==> src/rtl/flash_cmd_seq_pkg.sv <==
// flash_cmd_seq_pkg: op encodings, flash command bytes, status bits and FSM states
package flash_cmd_seq_pkg;
  typedef enum logic [1:0] {OP_READ = 2'd0, OP_PROGRAM = 2'd1, OP_ERASE = 2'd2, OP_STATUS = 2'd3} op_e;
  typedef enum logic [2:0] {IDLE, CMD1, CMD2, RDATA, POLL, CLRSR, RDARR, RESP} state_e;
  localparam logic [7:0] FC_READ_ARRAY = 8'hFF;
  localparam logic [7:0] FC_PROGRAM    = 8'h40;
  localparam logic [7:0] FC_ERASE      = 8'h20;
  localparam logic [7:0] FC_CONFIRM    = 8'hD0;
  localparam logic [7:0] FC_READ_SR    = 8'h70;
  localparam logic [7:0] FC_CLEAR_SR   = 8'h50;
  localparam int SR_READY     = 7;
  localparam int SR_ERASE_ERR = 5;
  localparam int SR_PROG_ERR  = 4;
  localparam int SR_VPP_ERR   = 3;
  localparam int SR_LOCK_ERR  = 1;
  function automatic logic sr_error(input logic [7:0] sr);
    return sr[SR_ERASE_ERR] | sr[SR_PROG_ERR] | sr[SR_VPP_ERR] | sr[SR_LOCK_ERR];
  endfunction
  function automatic logic [7:0] cmd1_byte(input op_e op);
    return op == OP_READ ? FC_READ_ARRAY : op == OP_PROGRAM ? FC_PROGRAM :
           op == OP_ERASE ? FC_ERASE : FC_READ_SR;
  endfunction
endpackage

==> src/rtl/flash_bus_if.sv <==
// flash_bus_if: holds one strobe until fb_stall drops, then forces a single idle cycle
module flash_bus_if (
  input  logic        clk_bus,
  input  logic        rst_n,
  input  logic        req,
  input  logic        we,
  input  logic [21:0] addr,
  input  logic [15:0] wdata,
  output logic        done,
  output logic [15:0] rdata,
  output logic [23:0] fb_address,
  output logic [31:0] fb_data_o,
  output logic        fb_read,
  output logic        fb_write,
  input  logic [31:0] fb_data_i,
  input  logic        fb_stall
);
  logic unused_hi;
  assign unused_hi = ^fb_data_i[31:16];
  assign done = (fb_read | fb_write) & ~fb_stall;
  assign rdata = fb_data_i[15:0];
  // a new access only launches from a low-strobe cycle, which is the gap
  always_ff @(posedge clk_bus or negedge rst_n)
    if (!rst_n) begin
      fb_read <= 1'b0;
      fb_write <= 1'b0;
      fb_address <= '0;
      fb_data_o <= '0;
    end else if (done) begin
      fb_read <= 1'b0;
      fb_write <= 1'b0;
    end else if (!fb_read && !fb_write && req) begin
      fb_read <= ~we;
      fb_write <= we;
      fb_address <= {addr, 2'b00};
      fb_data_o <= {16'h0, wdata};
    end
endmodule

==> src/rtl/flash_cmd_seq.sv <==
// flash_cmd_seq: sequences READ/PROGRAM/ERASE/STATUS commands onto a stalling flash bus
module flash_cmd_seq
  import flash_cmd_seq_pkg::*;
#(
  parameter logic [15:0] POLL_LIMIT = 16'd50000
) (
  input  logic        clk_bus,
  input  logic        rst_n,
  input  logic        cmd_valid,
  output logic        cmd_ready,
  input  logic [1:0]  cmd_op,
  input  logic [21:0] cmd_addr,
  input  logic [15:0] cmd_wdata,
  output logic        rsp_valid,
  output logic [15:0] rsp_data,
  output logic [7:0]  rsp_status,
  output logic        rsp_error,
  output logic [23:0] fb_address,
  output logic [31:0] fb_data_o,
  input  logic [31:0] fb_data_i,
  output logic        fb_read,
  output logic        fb_write,
  input  logic        fb_stall
);
  state_e state;
  op_e op;
  logic [21:0] addr;
  logic [15:0] wdata_r, data_r, poll_cnt, poll_nxt, bus_wdata, rdata;
  logic [7:0] stat_r;
  logic err_r, req, we, done;
  always_comb begin
    req = state != IDLE && state != RESP;
    we = state == CMD1 || state == CMD2 || state == CLRSR || state == RDARR;
    bus_wdata = state == CMD1 ? {8'h00, cmd1_byte(op)} :
                state == CMD2 ? (op == OP_PROGRAM ? wdata_r : {8'h00, FC_CONFIRM}) :
                {8'h00, state == CLRSR ? FC_CLEAR_SR : FC_READ_ARRAY};
    poll_nxt = poll_cnt == 16'hFFFF ? poll_cnt : poll_cnt + 16'd1;
  end
  flash_bus_if u_bus (
    .clk_bus(clk_bus), .rst_n(rst_n), .req(req), .we(we), .addr(addr), .wdata(bus_wdata),
    .done(done), .rdata(rdata), .fb_address(fb_address), .fb_data_o(fb_data_o),
    .fb_read(fb_read), .fb_write(fb_write), .fb_data_i(fb_data_i), .fb_stall(fb_stall)
  );
  always_ff @(posedge clk_bus or negedge rst_n)
    if (!rst_n) begin
      state <= IDLE;
      cmd_ready <= 1'b0;
      op <= OP_READ;
      addr <= '0;
      wdata_r <= '0;
      data_r <= '0;
      stat_r <= '0;
      err_r <= 1'b0;
      poll_cnt <= '0;
      rsp_valid <= 1'b0;
      rsp_data <= '0;
      rsp_status <= '0;
      rsp_error <= 1'b0;
    end else begin
      rsp_valid <= 1'b0;
      case (state)
        IDLE: if (cmd_valid && cmd_ready) begin
          state <= CMD1;
          cmd_ready <= 1'b0;
          op <= op_e'(cmd_op);
          addr <= cmd_addr;
          wdata_r <= cmd_wdata;
          data_r <= '0;
          err_r <= 1'b0;
          poll_cnt <= '0;
        end else cmd_ready <= 1'b1;
        CMD1: if (done) state <= (op == OP_READ || op == OP_STATUS) ? RDATA : CMD2;
        CMD2: if (done) state <= POLL;
        RDATA: if (done) begin
          data_r <= op == OP_STATUS ? {8'h00, rdata[7:0]} : rdata;
          state <= op == OP_STATUS ? RDARR : RESP;
        end
        POLL: if (done) begin
          poll_cnt <= poll_nxt;
          stat_r <= rdata[7:0];
          // ready wins over timeout when both land on the same poll
          if (rdata[SR_READY]) begin
            err_r <= sr_error(rdata[7:0]);
            state <= sr_error(rdata[7:0]) ? CLRSR : RDARR;
          end else if (poll_nxt >= POLL_LIMIT) begin
            err_r <= 1'b1;
            state <= CLRSR;
          end
        end
        CLRSR: if (done) state <= RDARR;
        RDARR: if (done) state <= RESP;
        RESP: begin
          rsp_valid <= 1'b1;
          rsp_data <= data_r;
          rsp_status <= stat_r;
          rsp_error <= err_r;
          cmd_ready <= 1'b1;
          state <= IDLE;
        end
        default: state <= IDLE;
      endcase
    end
endmodule

==> config.mk <==
export PLATFORM = sky130hd
export DESIGN_NAME = flash_cmd_seq
export DESIGN_NICKNAME = d
export VERILOG_FILES = /design/src/rtl/flash_cmd_seq_pkg.sv /design/src/rtl/flash_bus_if.sv /design/src/rtl/flash_cmd_seq.sv
export SDC_FILE = /design/constraint.sdc
export NUM_CORES = 1
export LEC_CHECK = 0
export ABC_AREA = 1
export BUFFER_PORTS_ARGS = -buffer_cell sky130_fd_sc_hd__buf_2
export CELL_PAD_IN_SITES_DETAIL_PLACEMENT = 0
export CELL_PAD_IN_SITES_GLOBAL_PLACEMENT = 1
export CORE_MARGIN = 2
export CORE_UTILIZATION = 29
export CTS_CLUSTER_SIZE = 10
export DETAILED_ROUTE_END_ITERATION = 6
export GPL_TIMING_DRIVEN = 0
export PLACE_DENSITY_LB_ADDON = 0.1
export SETUP_SLACK_MARGIN = 0.15
export SYNTH_ARGS = -nofsm -noshare
export SYNTH_HDL_FRONTEND = slang
export SYNTH_SLANG_ARGS = --single-unit
==> constraint.sdc <==
create_clock -name clk_bus -period 3.1 [get_ports clk_bus]
set_input_delay 0.31 -clock clk_bus [delete_from_list [all_inputs] [get_ports clk_bus]]
set_output_delay 0.31 -clock clk_bus [all_outputs]
set_load 0.02 [all_outputs]
=== Word level (Yosys, flattened, before mapping) ===
Cells that the tools add are included.
W data, S select, Z words.

* Input port bits: 76
* Register bits: 151
* Output and inout bits: 85

* Muxes and demuxes: 39
* Equality and inequality tests: 20
* Add/sub/neg operators: 1
* Reduce and logical (&&, ||, !) cells: 24
* Bitwise logic cells: 8
* Order comparisons: 1

{| class="wikitable"
|+ Operator list
! kind !! number
|-
| $mux W16 || 8
|-
| $pmux W16 S2 || 2
|-
| $mux W3 || 9
|-
| $pmux W3 S8 || 1
|-
| $add A16 B1 Y16 const B || 1
|-
| $eq A16 B16 Y1 const B || 1
|-
| $ge A16 B16 Y1 const B || 1
|-
| $mux W8 || 2
|-
| $mux W7 || 2
|-
| $ne A2 B2 Y1 const B || 7
|-
| $eq A3 B3 Y1 const B || 4
|-
| $mux W1 || 12
|-
| $reduce_and A8 Y1 || 1
|-
| $reduce_bool A2 Y1 || 4
|-
| $eq A3 B2 Y1 const B || 2
|-
| $ne A3 B3 Y1 const B || 2
|-
| $reduce_and A2 Y1 || 3
|-
| $reduce_and A3 Y1 || 2
|-
| $eq A2 B2 Y1 const B || 2
|-
| $logic_and A1 B1 Y1 || 4
|-
| $logic_or A1 B1 Y1 || 4
|-
| $or A1 B1 Y1 || 4
|-
| $pmux W1 S2 || 2
|-
| $reduce_and A4 Y1 || 1
|-
| 9 further kinds || 12
|}

=== Longest topological paths before layout ===
* Depth in word-level cells: 7
* Depth in mapped cells: 15
* Mapped depth without buffers: 14

=== Hierarchy ===
A second synthesis with hierarchy kept.

* Cells, all modules: 870
* Area, all modules: 7,078.0 µm²

{| class="wikitable"
|+ By module, submodules not included
! module !! instances !! sequential area each (µm²) !! area an instance (µm²) !! cells each
|-
| flash_cmd_seq || 1 || 2,777.7 || 5,220.0 || 659
|-
| flash_bus_if || 1 || 1,001.0 || 1,858.0 || 211
|}

=== Worst setup path before layout ===
No wires, ideal clock.

* Kind: register -> register
* Start: reg poll_cnt[0]
* End: reg state[0]
* Stages on the path, launching flop included: 16
* Setup time: 117 ps
* Arrival: 1,708 ps
* Data required time: 2,983 ps
* Slack: 1,275 ps
* Cells stage by stage: dfrtp_1 ha_1 inv_1 nor2_4 nand2_4 inv_2 nand2_2 buf_6 nand2_1 nand2_1 nor2_1 nand3_1 nand2_2 nand2_2 nand2_1 nand2_1

* Longest elaborated chain between the ends: 5
* Elaborated cells on any way between the ends: 6

{| class="wikitable"
|+ Ends and longest elaborated chain
! item !! line !! source
|-
| start: declaration || flash_cmd_seq.sv:28 || <nowiki>logic [15:0] wdata_r, data_r, poll_cnt, poll_nxt, bus_wdata, rdata;</nowiki>
|-
| start signal: assignment || flash_cmd_seq.sv:79 || <nowiki>poll_cnt <= poll_nxt;</nowiki>
|-
| $add A16 B1 Y16 or $eq A16 B16 Y1 (tied branches) || flash_cmd_seq.sv:37 || <nowiki>poll_nxt = poll_cnt == 16'hFFFF ? poll_cnt : poll_cnt + 16'd1;</nowiki>
|-
| $mux W16 * || flash_cmd_seq.sv:37 ||
|-
| $ge A16 B16 Y1 * || flash_cmd_seq.sv:85 || <nowiki>end else if (poll_nxt >= POLL_LIMIT) begin</nowiki>
|-
| $ne A3 B3 Y1 (no source line) * || -- ||
|-
| $reduce_and A8 Y1 (no source line) * || -- ||
|-
| end signal: assignment || flash_cmd_seq.sv:72 || <nowiki>CMD1: if (done) state <= (op == OP_READ || op == OP_STATUS) ? RDATA : CMD2;</nowiki>
|-
| end signal: assignment || flash_cmd_seq.sv:76 || <nowiki>state <= op == OP_STATUS ? RDARR : RESP;</nowiki>
|-
| end signal: assignment || flash_cmd_seq.sv:84 || <nowiki>state <= sr_error(rdata[7:0]) ? CLRSR : RDARR;</nowiki>
|-
| end: declaration || flash_cmd_seq.sv:25 || <nowiki>state_e state;</nowiki>
|}

Every way passes the cells marked *; elsewhere a longest branch is shown, timed or not.
A chain may end at the register's enable or synchronous reset.

=== Worst setup path in the final report ===
* Start: reg state[0]
* End: reg poll_cnt[11]

* Longest elaborated chain between the ends: 3
* Elaborated cells on any way between the ends: 7

{| class="wikitable"
|+ Ends and longest elaborated chain
! item !! line !! source
|-
| $eq A3 B3 Y1 or $logic_not A3 Y1 (tied branches) || flash_cmd_seq.sv:61 || <nowiki>case (state)</nowiki>
|-
| $ne A2 B2 Y1 (no source line) or $reduce_bool A2 Y1 (tied branches) || -- ||
|-
| $reduce_and A3 Y1 (no source line) || -- ||
|}

Parallel ways exist; a longest one is shown, timed or not.

==> impl_results.md <==
* Status: completed
* Register area share after synthesis at approximately 56%
* DR WL/cell at 14.0 um
* RSZ-0062 raised after global routing: false
* Hold buffer count at CTS at 1
* Final antenna-violating net count at 0
* CTS Buf Count at 17
* Worst-path fanout max at 10
* Final setup fails at 0
* Synthesis-to-layout area growth at 25.4%
* Cell accounting for the most synthesized area: dfrtp_1
* Routed wire length at roughly 18000 um
* Total clock sinks at approximately 150
* Ports at 161
* Vias in the first global route at between 5000 and 6000
* Yosys reg bits at 151
* TritonCTS clock tree: done
* Overflow after GRT at 0
* Row Count at 55
* Crit path from: state[0]$_DFFE_PN0P_
* Critical path type: reg -> reg
* Most common cell in the synthesized netlist: nand2_1
* CTS Buffer Depth at 2
* Post-synth cell types at 32
* Cell count after synthesis at 815
* Pre-antenna DRT Iters at 4
* Worst Path Required at 3.38 ns
* R2r startpoint: state[0]$_DFFE_PN0P_
* Core Box Area at between 0.02 and 0.025 mm^2
* YS warnings at 0
* Worst Setup End Kind: flip-flop
* Final-layout fill cell count at roughly 2500
* Multi-input gate area at approximately 0.0025 mm^2
* Total Routing Usage GR at roughly 15%
* Worst-path clk slew at approximately 0.07 ns
* DRC at 0
* P_leak at between 0.004 and 0.005 uW
* I/O Buffers at approximately 130
* Post-CTS Setup Bufs at 0
* Commonest cells post-synth: 347 x nand2_1, 151 x dfrtp_1, 71 x o21ai_0
* Pin count of the biggest net entering global routing at 87
* Max VDD drop at ~0.0004 V
* Antenna violations before repair at 3
* Slew @ Worst Pin at a little under 0.7 ns
* Fin nets at ~1100
* Design area at ~0.0085 mm^2
* Global-route wire length before repair at between 20000 and 30000 um
* Iteration-0 DRC count of the detailed router at between 200 and 250
* Setup slack at placement at 0.648 ns
* Die Ht at 156 um
* Period minus WS final at around 2.4 ns
* Min-delay src: cmd_addr[19]
* Post-Synthesis Cell Area at about 0.0067 mm^2
* Fin Clk Skew at 0.0126 ns
* Total die area at about 0.024 mm^2
* Final Hold Fails at 0
* Count of flip-flops with a built-in enable after synthesis at 0
* Fin. max-slew vios at 0
* Synth top area share at between 50% and 60%
* Root buf cell: clkbuf_16
* Placer Congestion at 0.763
* Relative slew slack at 53.6%
* Vias at 5491
* Synth area leaders: dfrtp_1 56%, nand2_1 19%, o21ai_0 5.3%
* Worst R2R Setup Slack at between 0.7 and 0.8 ns
* Dpl hpwl at ~13000 um
* Async set-reset flop share out of synthesis at 100%
* Post-CTS sizing at 0
* Synth Flop Type: dfrtp_1
* Hold Crit Class: in -> reg
* Vias/cell at ~4.3
* Max-Cap Viols at 0
* Max Clock Freq at 420 MHz
* P per Cell Area at about 1000 mW/mm^2
* Final Cycle Share at 76.9%
* Layout cell share with drive strength beyond 1 at between 20 and 25%
* Hold slack at approximately 0.083 ns
* H-Tree Depth at 4
* Clk Latency, worst-skew pair at between 0.4 and 0.5 ns
* Die Width at ~160 um
* Starting Density at between 20 and 30%
* WP data arrival at between 2 and 3 ns
* Startpoint Class: flip-flop
* Synthesized area per cell at approximately 8.3 um^2
* Final worst slack at just over 0.7 ns
* Placement Cell Area at 0.00783 mm^2
* Register area at approximately 0.0038 mm^2
sequential cells by signal (all words and copies together), names as in the netlist, 8 cells and up:
| register | flops |
|---|---|
| stat_r | 8 |
| data_r | 16 |
| rsp_data | 16 |
| wdata_r | 16 |
| poll_cnt | 16 |
| u_bus.fb_data_o | 16 |
| u_bus.fb_address | 22 |
| addr | 22 |
| rsp_status | 8 |
per-stage QoR:
step	total power, uW	setup TNS, ns	cells	util [%]
after floorplan	5320	0	832	-
after global placement	6400	-120.93	1243	34.3
after detailed placement	6420	0	1244	34.5
final	8510	0	1278	37.2
after global routing	9260	0	1278	37.2
after CTS	8640	0	1277	37.2
area by class of cell:
type / instances / share of cell area (%)
Timing Repair Buffer: 128 / 8.02
Multi-Input combinational cell: 570 / 29.9
Tap cell: 285 / 4.22
Clock buffer: 20 / 5.28
Clock inverter: 12 / 1.95
Sequential cell: 151 / 44.7
Inverter: 64 / 2.84
Buffer: 47 / 3.06
Antenna cell: 1 / 0.0296
cells by family (layout without fill, tap and decap cells):
group           Yosys count  in the layout  share of synthesized area (%)
xor+xnor                  3              3                          0.390
flops                   151            151                           56.1
other cells               1             19                         0.0556
simple gates            448            448                           26.9
mux                       2              2                          0.297
fa+ha+maj                 9              9                           1.67
compound gates           90             90                           7.28
buf+inv                 111            271                           7.41
worst paths after layout:
check | to | cells after the start
max | poll_cnt[11]$_DFFE_PN0P_ | 8
min | addr[19]$_DFFE_PN0P_ | 3
max reg2reg | poll_cnt[11]$_DFFE_PN0P_ | 8
min reg2reg | addr[9]$_DFFE_PN0P_ | 2
max in group asynchronous | u_bus.fb_address[9]$_DFFE_PN0P_ | 3
min in group asynchronous | poll_cnt[10]$_DFFE_PN0P_ | 2
metal layers:
metal	up-vias	global-route usage (%)	wire length, um
met2	102	24.4	8220
met4	0	4.06	161
li1	2858	-	-
met1	2518	21.2	8650
met5	-	0	0
met3	13	3.96	875
worst max-delay path, stage by stage, from the launching register on:
cell	delay (ns)
dfrtp_1	0.42
inv_1	0.10
ha_1	0.26
nand2_1	0.17
nor2_2	0.35
inv_1	0.23
nand2_1	0.14
clkbuf_1	0.40
o21ai_0	0.16
placed cells by master (no fill, tap or decap), drive strengths merged, types with 3 or more instances in the layout:
cell type  count
inv           68
nand4          8
a21oi          8
ha             9
nor2          40
nand2        352
buf          154
o21ai         73
conb          18
bufinv         3
xor2           3
clkinv         3
clkbuf        40
dfrtp        151
a2bb2oi        5
nand3         46
report_power, final:
part | switching [uW] | internal [uW]
Combinational | 2060 | 1010
Clock | 883 | 1310
Sequential | 466 | 2780
Total | 3410 | 5090
No activity file was read; power rests on OpenSTA's default activity.
